### config.mk
export PLATFORM = sky130hd
export DESIGN_NAME = regfile_wb_arbiter
export DESIGN_NICKNAME = d
export VERILOG_FILES = /design/src/rtl/regfile_wb_arbiter.sv
export SDC_FILE = /design/constraint.sdc
export NUM_CORES = 1
export LEC_CHECK = 0
export BUFFER_PORTS_ARGS = -buffer_cell sky130_fd_sc_hd__buf_4
export CAP_MARGIN = 5
export CORE_ASPECT_RATIO = 0.9
export CORE_MARGIN = 5
export CORE_UTILIZATION = 50
export DETAILED_ROUTE_END_ITERATION = 8
export PLACE_DENSITY = 0.83
export SYNTH_ARGS = -nofsm -noshare
export SYNTH_HDL_FRONTEND = slang
export SYNTH_SLANG_ARGS = --single-unit
### constraint.sdc
create_clock -name clk -period 5.6 [get_ports clk]
set_clock_uncertainty 0.15 [all_clocks]
set_input_delay 0.28 -clock clk [delete_from_list [all_inputs] [get_ports clk]]
set_output_delay 0.28 -clock clk [all_outputs]
set_load 0.05 [all_outputs]
### src/rtl/regfile_wb_arbiter.sv
// Round-robin arbiter sharing the register file's single write port among
// several writeback sources, with a registered output stage and a contention counter.

package system_widths_pkg;
  localparam int REG_W = 32;
endpackage

module regfile_wb_arbiter
  import system_widths_pkg::*;
#(
  parameter int NUM_REQ = 3,
  parameter int DATA_W  = REG_W,
  parameter int CNT_W   = 16
) (
  input  logic                      clk,
  input  logic                      resetN,
  input  logic [NUM_REQ-1:0]        req_valid,
  input  logic [NUM_REQ*5-1:0]      req_waddr,
  input  logic [NUM_REQ*DATA_W-1:0] req_wdata,
  output logic [NUM_REQ-1:0]        req_ready,
  input  logic                      flush,
  output logic                      rf_wen,
  output logic [4:0]                rf_waddr,
  output logic [DATA_W-1:0]         rf_wdata,
  output logic                      busy_waddr_valid,
  output logic [CNT_W-1:0]          contention_cnt,
  input  logic                      cnt_clear
);

  localparam int LG_W = (NUM_REQ > 1) ? $clog2(NUM_REQ) : 1;

  logic [LG_W-1:0]    last_grant;
  logic [LG_W-1:0]    grant_idx;
  logic [LG_W-1:0]    scan_idx;
  logic               grant_any;
  logic [NUM_REQ-1:0] grant;
  logic [4:0]         sel_waddr;
  logic [DATA_W-1:0]  sel_wdata;
  logic [3:0]         num_valid;
  logic               multi_valid;
  logic               xfer;

  // Scan from the requester after the last winner, wrapping; first valid wins.
  // NOTE: combinational blocks use blocking assignments and give every output
  // a default first, so no path leaves a value held and no latch is inferred.
  always_comb begin
    grant_any = 1'b0;
    grant_idx = '0;
    scan_idx  = '0;
    grant     = '0;
    for (int k = 1; k <= NUM_REQ; k++) begin
      scan_idx = LG_W'((int'(last_grant) + k) % NUM_REQ);
      if (!grant_any && req_valid[scan_idx]) begin
        grant_any = 1'b1;
        grant_idx = scan_idx;
      end
    end
    grant[grant_idx] = grant_any;
  end

  // One-hot grant makes an AND-OR mux sufficient for the selected payload.
  always_comb begin
    sel_waddr = '0;
    sel_wdata = '0;
    num_valid = '0;
    for (int i = 0; i < NUM_REQ; i++) begin
      if (grant[i]) begin
        sel_waddr = req_waddr[5*i +: 5];
        sel_wdata = req_wdata[DATA_W*i +: DATA_W];
      end
      num_valid = num_valid + {3'b000, req_valid[i]};
    end
  end

  assign multi_valid      = (num_valid >= 4'd2);
  assign req_ready        = grant & {NUM_REQ{~flush}};
  assign xfer             = grant_any & ~flush;
  assign busy_waddr_valid = rf_wen;

  // NOTE: sequential state uses non-blocking assignments so every register
  // samples pre-edge values regardless of statement order.
  always_ff @(posedge clk or negedge resetN) begin
    if (!resetN) begin
      rf_wen         <= 1'b0;
      rf_waddr       <= '0;
      rf_wdata       <= '0;
      contention_cnt <= '0;
      last_grant     <= LG_W'(NUM_REQ - 1);
    end else begin
      // A write to x0 still completes the handshake but never reaches the regfile.
      rf_wen <= xfer && (sel_waddr != 5'd0);
      if (xfer) begin
        last_grant <= grant_idx;
        rf_waddr   <= sel_waddr;
        rf_wdata   <= sel_wdata;
      end
      if (cnt_clear)
        contention_cnt <= '0;
      else if (multi_valid && (contention_cnt != {CNT_W{1'b1}}))
        contention_cnt <= contention_cnt + 1'b1;
    end
  end

endmodule

==> results_dict.tcl <==
set metrics [dict create \
    post_route_cells_drive_above_1_share_pct 45.1 \
    setup_viol 0 \
    min_to "contention_cnt[5]" \
    switchingPower_mw 1.43 \
    route.detailed.drc 0 \
    synth_edf_count 0 \
    p_comb_share_pct 68.4 \
    wl_per_cell_um 17.7 \
    worst_pin_slew_ps 1110 \
    first_pass_iters 4 \
    ir_worst_vdd_mv 0.392 \
    area_growth_pct 38.4 \
    die_y_um 88.7 \
    finalHoldViolCount 0 \
    grt_first_pass_wirelength_um 15900 \
    ys_ff_latch 56 \
    track_usage_pct 22.6 \
    ys_seq_area_share_pct 40.8 \
    antennaDiodeCount 0 \
    start_util_pct 51.9 \
    r2r-end "rf_wdata[0]" \
    leakagePower_nw 2.27 \
    min_period_ps 3680 \
    slew_viol_final 0 \
    cp.arrival_ps 3250 \
    grt_max_degree 57 \
    die_w_um 97.4 \
    cts_sinks 56 \
    yosys_warnings 0 \
    numCtsBuffers 5 \
    drv_cap 0 \
    dr_total_vias 3291 \
    grt_pass1_vias 3229 \
    min_path_cells 2 \
    start_kind "flip-flop" \
    cts_resized 0 \
    p_total_mw 2.71 \
    yosys.cell_types.count 46 \
    synthCells 345 \
    nNetsFinal 621 \
    cts_buffer_depth 2 \
    hp-class "in2reg" \
    antenna_found_initial 0 \
    cp-end-kind "output pin" \
    finalCritPeriodShare_pct 65.7 \
    cp_max_fo 36 \
    io_buffer_count 175 \
    dieArea_um2 8630 \
    gp_congestion 0.841 \
    slew_headroom_pct 26.1 \
    fmax_ghz 0.272 \
    worstRegToRegCells 7 \
    drt_iter0_drc 153 \
    num_io_pins 176 \
    power.share.clock_pct 8.3 \
    cts_tree "yes" \
    clk_pin_slew_ps 100 \
    synth_area_um2 3440 \
    crit_type "reg2out" \
    hpwlAfterDp_um 7830 \
    core_um2 6620 \
    syn-num-nets 468 \
    postCtsSetupRepairBufs 0 \
    viasPerCell 5.59 \
    syn_area_per_cell_um2 9.96 \
    crit_required_ps 5170 \
    postRouteAntennaNets 0 \
    synthArstFlopShare_pct 100 \
    finalWirelength_um 10400 \
    clock-root-buffer "clkbuf_8" \
    setup_tns_ps 0 \
    r2r-start "last_grant[1]" \
    ys.flop_type "dfrtp_1" \
    power_density_nw_per_um2 570 \
    rsz0062_at_grt "no" \
    internal-power_mw 1.28 \
    status "finished, final reports clean" \
    worstHoldStart "cnt_clear" \
    seqPwrFrac_pct 23.3 \
    clock_latency_ps 300 \
    rows 28 \
    p_sw_share_pct 52.9 \
    htree_levels 2 \
    r2r_slack_ps 2300 \
    overflow 0 \
    fillers 515 \
    fin_util_pct 71.8 \
]
through the flow:
step / std cells / instance area, µm² / hold WS (ps) / worst slack [ps]
floorplan: 345 / 3440 / -166 / 2230
global placement: 580 / 4660 / 228 / 2370
detailed placement: 580 / 4660 / 233 / 2260
CTS: 589 / 4760 / 113 / 1920
global route: 589 / 4760 / 97.0 / 1680
finish: 589 / 4760 / 115 / 1920
layer usage:
metal,up-vias,global-route usage (%),share of wire [%]
li1,1585,-,-
met1,1569,28.0,40
met2,123,39.1,51
met3,14,6.93,7.4
met4,0,5.53,1.9
met5,-,0,0
Yosys cell counts (all sizes together) (2+ instances only):
library cell   n  area share [%]
and2           3            0.55
a221oi        34              14
o2bb2ai        3            0.76
and3           4            0.87
and4           5             1.3
ha             5             1.8
a31oi          5            0.91
dfrtp         55              40
or2            3            0.55
nor3           2            0.29
mux2i          3            0.87
nor3b          2            0.44
clkbuf        13             1.4
nand2         41             4.5
o21ai          6            0.87
a21o           3            0.66
nand2b         4            0.95
nor2          53             5.8
xor2          14             3.6
o22ai          2            0.55
nand4         11             2.0
buf           19             5.2
inv            3            0.33
a21oi          2            0.29
nand3          5            0.73
o31ai         34             7.4
cell type report:
type,instances,area (µm²),share of cell area [%]
repair buffers,178,1340,28.1
well taps,90,113,2.37
multi-input cells,254,1800,37.9
flip-flops and latches,56,1400,29.5
inverters,3,11.3,0.237
clock buffers,8,90.1,1.89
sequential cells by signal, summed over array words and instances (netlist names):
name	count
contention_cnt	16
last_grant	2
busy_waddr_valid	1
rf_wdata	32
rf_waddr	5
power groups by stage:
stage / Combinational (mW) / Clock (mW) / Sequential (mW)
finish: 1.85 / 0.225 / 0.632
global route: 1.97 / 0.251 / 0.647
CTS: 1.86 / 0.231 / 0.631
detailed placement: 1.86 / 0 / 0.638
global placement: 1.81 / 0 / 0.633
floorplan: 1.01 / 0 / 1.10
logic make-up after synthesis:
kind of cell / after synthesis / share of synthesized area [%]
AOI/OAI and AO/OA: 94 / 27.0
xor gates and xnor gates: 15 / 3.82
adders and majority gates: 5 / 1.82
buffers and inverters: 35 / 6.92
DFF: 56 / 40.8
muxes: 3 / 0.874
and+or+nand+nor: 137 / 18.8
how the worst max path moves through the flow:
stage,depth (start not counted),end,slack (ps),start
after detailed placement,7,req_ready[1],2260,last_grant[1]
final,7,req_ready[1],1920,last_grant[1]
after floorplan,9,req_ready[0],2230,last_grant[1]
after CTS,7,req_ready[1],1920,last_grant[1]
after global placement,7,req_ready[1],2370,last_grant[1]
after global routing,7,req_ready[1],1680,last_grant[1]
critical path, stage by stage, from the launching register on:
cell and delay, ps:
dfstp_2 550, ha_1 350, nand2_1 140, nor4b_1 370, or2_2 220, or2_2 840, and2b_1 260, buf_4 210
placed cells by master (no fill, tap or decap), drive strengths merged, types with 3 or more instances in the layout:
| cell | n |
|---|---|
| dfrtp | 55 |
| a221oi | 34 |
| buf | 177 |
| o21ai | 6 |
| and4 | 5 |
| xor2 | 14 |
| mux2i | 3 |
| nand2 | 41 |
| o2bb2ai | 3 |
| a21o | 3 |
| nand4 | 11 |
| clkbuf | 8 |
| or2 | 3 |
| inv | 3 |
| o31ai | 34 |
| ha | 5 |
| and2 | 3 |
| a31oi | 5 |
| and3 | 4 |
| nand3 | 5 |
| nand2b | 4 |
| nor2 | 53 |
timing repair:
| item | CTS | global route |
|---|---|---|
| hold endpoints to repair | 55 | 0 |
| setup endpoints to repair | 0 | 0 |
| hold buffers | 1 | 0 |
Note: power is estimated with default switching activity, not from simulation.
